==> src/rtl/pe_lane_pkg.sv <==
// Shared types and helpers for the pe_lane_tile MAC column tile.
// Build with PE_LANE_SAT_EN defined for saturating accumulate and output formatting.
package pe_lane_pkg;

  typedef enum logic [1:0] {
    MODE_MAC_V     = 2'd0,
    MODE_MAC_TOP   = 2'd1,
    MODE_CLR_MAC_V = 2'd2,
    MODE_FLUSH     = 2'd3
  } mode_e;

  typedef enum logic [2:0] {
    ST_IDLE,
    ST_ACCUM,
    ST_WAIT,
    ST_DRAIN,
    ST_DONE
  } state_e;

  localparam int WAIT_CYCLES = 2;

  // Caller sign-extends acc to 64 bits and keeps the low `width` bits of the result.
  function automatic logic [63:0] fmt_out(input logic signed [63:0] acc,
                                          input int shift, input int width);
    logic signed [63:0] s;
    s = acc >>> shift;
`ifdef PE_LANE_SAT_EN
    if (s > (64'sd1 <<< (width - 1)) - 64'sd1)
      s = (64'sd1 <<< (width - 1)) - 64'sd1;
    else if (s < -(64'sd1 <<< (width - 1)))
      s = -(64'sd1 <<< (width - 1));
    return s;
`else
    return s & ((64'sd1 <<< width) - 64'sd1);
`endif
  endfunction

endpackage

==> src/rtl/pe_lane_tile_mac.sv <==
// One MAC lane: registered signed product (stage 2) and accumulator (stage 3).
// acc_nxt_o exposes the accumulator's next value so the drain can load it on the update edge.
module pe_lane_mac #(
  parameter int WIDTH_DATA = 16,
  parameter int WIDTH_ACC  = 32
) (
  input  logic                  clk,
  input  logic                  rst,
  input  logic                  clr_i,
  input  logic                  valid_i,
  input  logic [WIDTH_DATA-1:0] a_i,
  input  logic [WIDTH_DATA-1:0] b_i,
  output logic [WIDTH_ACC-1:0]  acc_nxt_o
);

  logic signed [2*WIDTH_DATA-1:0] mul;
  logic [WIDTH_ACC-1:0] prod_q, acc_q, acc_d;
  logic                 v2_q;

  assign mul = $signed(a_i) * $signed(b_i);

`ifdef PE_LANE_SAT_EN
  logic [WIDTH_ACC:0] sum;
  assign sum = {acc_q[WIDTH_ACC-1], acc_q} + {prod_q[WIDTH_ACC-1], prod_q};
`else
  logic [WIDTH_ACC-1:0] sum;
  assign sum = acc_q + prod_q;
`endif

  always_comb begin
    acc_d = acc_q;
    if (clr_i) begin
      acc_d = '0;
    end else if (v2_q) begin
`ifdef PE_LANE_SAT_EN
      // Differing top two bits of the extended sum means signed overflow.
      if (sum[WIDTH_ACC] != sum[WIDTH_ACC-1])
        acc_d = sum[WIDTH_ACC] ? {1'b1, {(WIDTH_ACC-1){1'b0}}} : {1'b0, {(WIDTH_ACC-1){1'b1}}};
      else
        acc_d = sum[WIDTH_ACC-1:0];
`else
      acc_d = sum;
`endif
    end
  end

  always_ff @(posedge clk) begin
    if (rst) begin
      prod_q <= '0;
      v2_q   <= 1'b0;
      acc_q  <= '0;
    end else begin
      prod_q <= WIDTH_ACC'(mul);
      v2_q   <= valid_i;
      acc_q  <= acc_d;
    end
  end

  assign acc_nxt_o = acc_d;

endmodule

==> src/rtl/pe_lane_tile.sv <==
// Multi-lane signed MAC tile: accumulate k_len broadcast beats, then drain lanes on bot_*.
// PE_LANE_SAT_EN selects saturating arithmetic in the lanes and output formatter.
module pe_lane_tile
  import pe_lane_pkg::*;
#(
  parameter int WIDTH_DATA = 16,
  parameter int WIDTH_ACC  = 32,
  parameter int NUM_LANES  = 4,
  parameter int CNT_WIDTH  = 8,
  parameter int OUT_SHIFT  = 8
) (
  input  logic                            clk,
  input  logic                            rst,
  input  logic                            start_i,
  input  logic [1:0]                      mode_i,
  input  logic [CNT_WIDTH-1:0]            k_len_i,
  input  logic                            in_valid_i,
  output logic                            in_ready_o,
  input  logic [NUM_LANES*WIDTH_DATA-1:0] v_bus_data_i,
  input  logic [NUM_LANES*WIDTH_DATA-1:0] top_data_i,
  input  logic [WIDTH_DATA-1:0]           h_bus_data_i,
  output logic                            bot_valid_o,
  input  logic                            bot_ready_i,
  output logic [WIDTH_DATA-1:0]           bot_data_o,
  output logic [$clog2(NUM_LANES)-1:0]    bot_lane_o,
  output logic                            busy_o,
  output logic                            done_o
);

  localparam int LW = $clog2(NUM_LANES);
  localparam logic [LW-1:0] LAST = LW'(NUM_LANES - 1);

  state_e                        state_q, state_d;
  mode_e                         mode_q, mode_d;
  logic [CNT_WIDTH-1:0]          rem_q, rem_d;
  logic [1:0]                    wait_q, wait_d;
  logic [NUM_LANES*WIDTH_DATA-1:0] a_q;
  logic [WIDTH_DATA-1:0]         b_q;
  logic                          v1_q;
  logic                          bot_valid_q, bot_valid_d;
  logic [WIDTH_DATA-1:0]         bot_data_q, bot_data_d;
  logic [LW-1:0]                 bot_lane_q, bot_lane_d, lane_sel;
  logic                          accept, clr_acc, load_sel;
  logic [WIDTH_ACC-1:0]          acc_nxt [NUM_LANES];

  assign in_ready_o = (state_q == ST_ACCUM) && (rem_q != '0);
  assign accept     = in_valid_i && in_ready_o;
  assign clr_acc    = (state_q == ST_IDLE) && start_i && (mode_i == MODE_CLR_MAC_V);

  always_comb begin
    state_d     = state_q;
    mode_d      = mode_q;
    rem_d       = rem_q;
    wait_d      = wait_q;
    bot_valid_d = bot_valid_q;
    bot_lane_d  = bot_lane_q;
    lane_sel    = '0;
    load_sel    = 1'b0;
    case (state_q)
      ST_IDLE: if (start_i) begin
        mode_d = mode_e'(mode_i);
        rem_d  = k_len_i;
        if (mode_i == MODE_FLUSH || k_len_i == '0) begin
          state_d  = ST_DRAIN;
          load_sel = 1'b1;
        end else begin
          state_d = ST_ACCUM;
        end
      end
      ST_ACCUM: if (accept) begin
        rem_d = rem_q - 1'b1;
        if (rem_q == CNT_WIDTH'(1)) begin
          state_d = ST_WAIT;
          wait_d  = 2'(WAIT_CYCLES - 1);
        end
      end
      ST_WAIT: begin
        if (wait_q == '0) begin
          state_d  = ST_DRAIN;
          load_sel = 1'b1;
        end else begin
          wait_d = wait_q - 1'b1;
        end
      end
      ST_DRAIN: if (bot_ready_i) begin
        if (bot_lane_q == LAST) begin
          state_d     = ST_DONE;
          bot_valid_d = 1'b0;
        end else begin
          lane_sel = bot_lane_q + 1'b1;
          load_sel = 1'b1;
        end
      end
      ST_DONE: state_d = ST_IDLE;
      default: state_d = ST_IDLE;
    endcase
    if (load_sel) begin
      bot_valid_d = 1'b1;
      bot_lane_d  = lane_sel;
    end
  end

  // Drain loads read next-state accumulators so the last beat lands on the WAIT->DRAIN edge.
  always_comb begin
    bot_data_d = bot_data_q;
    if (load_sel)
      bot_data_d = WIDTH_DATA'(fmt_out(64'($signed(acc_nxt[lane_sel])), OUT_SHIFT, WIDTH_DATA));
  end

  always_ff @(posedge clk) begin
    if (rst) begin
      state_q     <= ST_IDLE;
      mode_q      <= MODE_MAC_V;
      rem_q       <= '0;
      wait_q      <= '0;
      a_q         <= '0;
      b_q         <= '0;
      v1_q        <= 1'b0;
      bot_valid_q <= 1'b0;
      bot_data_q  <= '0;
      bot_lane_q  <= '0;
    end else begin
      state_q     <= state_d;
      mode_q      <= mode_d;
      rem_q       <= rem_d;
      wait_q      <= wait_d;
      a_q         <= (mode_q == MODE_MAC_TOP) ? top_data_i : v_bus_data_i;
      b_q         <= h_bus_data_i;
      v1_q        <= accept;
      bot_valid_q <= bot_valid_d;
      bot_data_q  <= bot_data_d;
      bot_lane_q  <= bot_lane_d;
    end
  end

  for (genvar g = 0; g < NUM_LANES; g++) begin : g_lane
    pe_lane_mac #(
      .WIDTH_DATA(WIDTH_DATA),
      .WIDTH_ACC (WIDTH_ACC)
    ) u_mac (
      .clk      (clk),
      .rst      (rst),
      .clr_i    (clr_acc),
      .valid_i  (v1_q),
      .a_i      (a_q[g*WIDTH_DATA +: WIDTH_DATA]),
      .b_i      (b_q),
      .acc_nxt_o(acc_nxt[g])
    );
  end

  assign bot_valid_o = bot_valid_q;
  assign bot_data_o  = bot_data_q;
  assign bot_lane_o  = bot_lane_q;
  assign busy_o      = (state_q != ST_IDLE);
  assign done_o      = (state_q == ST_DONE);

endmodule
==> config.mk <==
export PLATFORM = sky130hd
export DESIGN_NAME = pe_lane_tile
export DESIGN_NICKNAME = d
export VERILOG_FILES = /design/src/rtl/pe_lane_pkg.sv /design/src/rtl/pe_lane_tile_mac.sv /design/src/rtl/pe_lane_tile.sv
export SDC_FILE = /design/constraint.sdc
export NUM_CORES = 2
export LEC_CHECK = 0
export ABC_AREA = 1
export CORE_ASPECT_RATIO = 0.8
export CORE_MARGIN = 2
export CORE_UTILIZATION = 39
export DETAILED_ROUTE_END_ITERATION = 10
export HOLD_SLACK_MARGIN = 0.05
export SYNTH_ARGS = -nofsm -noshare
export SYNTH_HDL_FRONTEND = slang
export SYNTH_SLANG_ARGS = --single-unit
==> constraint.sdc <==
create_clock -name clk -period 6.72 [get_ports clk]
set_input_delay 1.344 -clock clk [delete_from_list [all_inputs] [get_ports clk]]
set_output_delay 1.344 -clock clk [all_outputs]
set_load 0.05 [all_outputs]
==> impl_summary.log <==
INFO  metric final.setup.tns = 0 ns
INFO  metric ys_seq_area_frac = 0.128
INFO  metric worst_setup_path_end_kind = flop
INFO  metric floorplan.die.width = 398 um
INFO  metric critical-path-slowest-cell = sky130_fd_sc_hd__o311ai_0
INFO  metric clock_tree.htree_level_count = 2
INFO  metric stdcell_count = 8444
INFO  metric area_fraction_in_compound_gates_after_synthesis = 0.0757
INFO  metric hold_viol = 0
INFO  metric timing.hold.worst.class = flop to flop
INFO  metric synth_top_family_by_area = adder cells
INFO  metric pin_count_of_the_biggest_net_entering_global_routing = 72
INFO  metric cts_tree = done
INFO  metric slew_violations = 0
INFO  metric synthXorXnorAreaFrac = 0.0203
INFO  metric cell_mode_on_critical_path = sky130_fd_sc_hd__fa_1
INFO  metric stdcell_area = 0.0533 mm^2
INFO  metric post-route-drc-count = 0
INFO  metric critical_path.cell_chain = buf_4 -> nand2_1 -> inv_1 -> fa_1 -> inv_1 -> fa_1 -> fa_1 -> fa_1 -> fa_1 -> inv_1 -> fa_1 -> ha_1 -> nand2_1 -> nor2_1 -> nand2_1 -> o311ai_0 -> nand3_1 -> nand2_1 -> nor2_1
INFO  metric post-dp-hpwl = 113 mm
INFO  metric design.final.nets = 8080
INFO  metric synth_warnings = 0
INFO  metric run_status = finished clean
INFO  metric timing.critical_path.max_delay_family = adder cells
INFO  metric muxShareOfSynthArea = 0
INFO  metric postCtsSetupBuffers = 0
INFO  metric fillers = 12721
INFO  metric grt_use_total = 0.220
INFO  metric route.detailed.vias_per_inst = 4.81
INFO  metric cts_buffers = 39
INFO  metric grt_antenna_before_repair = 0
INFO  metric wl_per_cell = 16.4 um
INFO  metric mappedNetlistNets = 8043
INFO  metric timing.setup.critical_path_class = flop to flop
INFO  metric relSlewSlack = 0.317
INFO  metric yosys.area.top_type_share = 0.312
INFO  metric cts.repair.resized = 0
INFO  metric dieHeight = 319 um
INFO  metric clock_path_buffers = 3
INFO  metric post-layout-total-power = 15.4 mW
INFO  metric clk_pin_slew = 0.07 ns
INFO  metric cp_data_required_time = 7.23 ns
INFO  metric critical_path_maximum_fanout = 15
INFO  metric worst_setup_skew_after_layout = 0.0335 ns
INFO  metric dpl_cell_area = 0.0519 mm^2
INFO  metric grt_overflow = 0
INFO  metric synth_enable_flop_cells = 0
INFO  metric post_synth_instance_area = 0.0483 mm^2
INFO  metric post_synth_main_area_contributors = sky130_fd_sc_hd__fa_1, sky130_fd_sc_hd__inv_1, sky130_fd_sc_hd__dfxtp_1
INFO  metric drive_above_1_share = 0.0316
INFO  metric fin_crit = 6.34 ns
INFO  metric remaining_number_of_nets_flagged_by_the_antenna_check_after_routing = 0
INFO  metric arrival_time_of_data_at_the_critical_path_endpoint = 6.85 ns
INFO  metric io_buffer_count = 180
INFO  metric r2r.worst_path.cells = 19
INFO  metric setup_crit_start_kind = flop
INFO  metric yosysUniqueCellTypes = 58
INFO  metric first_pass_iters = 6
INFO  metric drt_first_iter_violations = 3099
INFO  metric gpl.final_weighted_congestion = 0.933
INFO  metric flow.area_growth_from_synthesis = 10.2%
INFO  metric post_synthesis_register_bit_count = 308
INFO  metric synth_adder_area_share = 0.412
INFO  metric num_rows = 115
INFO  metric critical_path_cell_count = 19
INFO  metric clockRootBuffer = sky130_fd_sc_hd__clkbuf_16
INFO  metric grt_pass1_wl = 222 mm
INFO  metric yosys.area.top_type = sky130_fd_sc_hd__fa_1
INFO  metric synth-main-ff-cell = sky130_fd_sc_hd__dfxtp_1
INFO  metric sinks_on_clock_net = 308
INFO  metric postCtsHoldBufs = 0
INFO  metric power_density = 288 mW/mm^2
INFO  metric p_leak = 29.3 nW
INFO  metric dieArea = 0.127 mm^2
INFO  metric slowest_delay = 0.73 ns
INFO  metric floorplan.initialDensity = 0.393
INFO  metric yosys.cell_count.top_type = sky130_fd_sc_hd__inv_1
INFO  metric hold_path_depth = 2
INFO  metric syn_avg_cell_area = 7.17 um^2
INFO  metric core-area = 0.123 mm^2
INFO  metric post_route_fraction_of_the_period_consumed_by_the_critical_path = 0.943
INFO  metric irDropWorstVdd = 0.266 mV
INFO  metric cap_violations = 0
INFO  metric placed_cells_incl_taps = 8377
INFO  metric worstPathBufferInverterCount = 4
INFO  metric synth_common_cells = sky130_fd_sc_hd__inv_1, sky130_fd_sc_hd__nand2_1, sky130_fd_sc_hd__fa_1
INFO  metric synth_simple_gate_area_share = 0.205
INFO  metric dr_total_vias = 40653
INFO  metric grt_setup_unrepaired = false
INFO  metric later_pin_clock_latency_in_the_skew_report = 0.62 ns
INFO  metric ios = 181
INFO  metric grt_pass1_vias = 40672
INFO  metric postRouteWirelength = 138 mm
INFO  metric setup_viol = 0
INFO  metric worstMarginPinSlew = 1.02 ns
INFO  metric max_frequency = 158 MHz
INFO  metric synth_cells = 6743
INFO  metric async_s_r_ff_share_synth = 0
## cells in the final DEF (no fill, tap or decap), types with 5 or more instances in the layout
cell type	count
sky130_fd_sc_hd__nor3_1	24
sky130_fd_sc_hd__nand3_1	202
sky130_fd_sc_hd__inv_1	1750
sky130_fd_sc_hd__nor2_1	612
sky130_fd_sc_hd__xnor2_1	58
sky130_fd_sc_hd__buf_4	75
sky130_fd_sc_hd__o211ai_1	13
sky130_fd_sc_hd__o21bai_1	22
sky130_fd_sc_hd__a211oi_1	8
sky130_fd_sc_hd__or2_2	15
sky130_fd_sc_hd__a21oi_1	288
sky130_fd_sc_hd__a21o_1	5
sky130_fd_sc_hd__bufinv_16	6
sky130_fd_sc_hd__xor2_1	52
sky130_fd_sc_hd__dfxtp_2	15
sky130_fd_sc_hd__o21a_1	34
sky130_fd_sc_hd__buf_12	11
sky130_fd_sc_hd__nand4_1	39
sky130_fd_sc_hd__fa_1	752
sky130_fd_sc_hd__nand3b_1	6
sky130_fd_sc_hd__o21ai_0	242
sky130_fd_sc_hd__clkdlybuf4s50_1	179
sky130_fd_sc_hd__dfxtp_1	292
sky130_fd_sc_hd__ha_1	389
sky130_fd_sc_hd__clkbuf_8	6
sky130_fd_sc_hd__nand2_1	1566
sky130_fd_sc_hd__inv_2	9
sky130_fd_sc_hd__a31oi_1	6
sky130_fd_sc_hd__clkbuf_16	39
sky130_fd_sc_hd__o21ai_1	16
## path summary, 6_finish.rpt
| kind | slack (ns) | start | endpoint |
|---|---|---|---|
| worst max-delay path | 0.38 | b_q[1] | g_lane[3].u_mac.prod_q[23] |
| worst min-delay path | 0.40 | v1_q | g_lane[2].u_mac.v2_q |
| worst max register to register | 0.38 | b_q[1] | g_lane[3].u_mac.prod_q[23] |
| worst min register to register | 0.40 | v1_q | g_lane[2].u_mac.v2_q |
## where the power goes
group / switching [mW] / internal (mW)
combinational: 6.49 / 3.69
clock: 0.953 / 1.37
sequential: 0.622 / 2.23
## tightest hold or removal path, stage by stage (launching register included)
cell and delay [ns]:
sky130_fd_sc_hd__dfxtp_1 0.30, sky130_fd_sc_hd__inv_1 0.04, sky130_fd_sc_hd__nor2_1 0.03
## through the flow
step,hold WS [ns],util,setup slack [ns]
global placement,0.401,0.422,0.663
global route,0.429,0.433,0.0755
CTS,0.411,0.433,0.569
floorplan,0.388,-,1.17
detailed placement,0.404,0.422,0.591
finish,0.405,0.433,0.381
## per-layer routing
layer  GRT usage  up-vias  share of wire  wire length [um]
met5           0        -              0                 0
met1       0.337    19433           0.49             68000
li1            -    19858              -                 -
met3      0.0413      119          0.078             10800
met2       0.321     1243           0.41             56700
met4      0.0423        0          0.019              2620
## sequential cells by signal (all words and copies together), names as in the netlist, 2 cells and up
name	cells
a_q	64
b_q	16
bot_data_o	16
bot_lane_o	2
g_lane.u_mac.acc_q	96
g_lane.u_mac.prod_q	96
mode_q	2
rem_q	8
state_q	3
wait_q	2
## cell type report
cell class / count / area [um^2] / share of cell area
diodes: 1 / 2.50 / 0.0000470
clock buffers: 48 / 1070 / 0.0201
clock inverters: 18 / 294 / 0.00552
inverters: 1762 / 6620 / 0.124
multi-input cells: 4404 / 34500 / 0.647
flip-flops and latches: 308 / 6190 / 0.116
well taps: 1638 / 2050 / 0.0385
repair buffers: 265 / 2570 / 0.0483
## logic make-up (layout without fill, tap and decap cells)
| family | Yosys count | after routing |
|---|---|---|
| AND/OR/NAND/NOR | 2490 | 2490 |
| buffers and inverters | 2031 | 2093 |
| adder cells (fa/ha/maj) | 1141 | 1141 |
| AO/OA/AOI/OAI | 662 | 662 |
| flip-flops | 308 | 308 |
| XOR/XNOR | 111 | 111 |
| other | 0 | 1 |
Note: power is estimated with default switching activity, not from simulation.
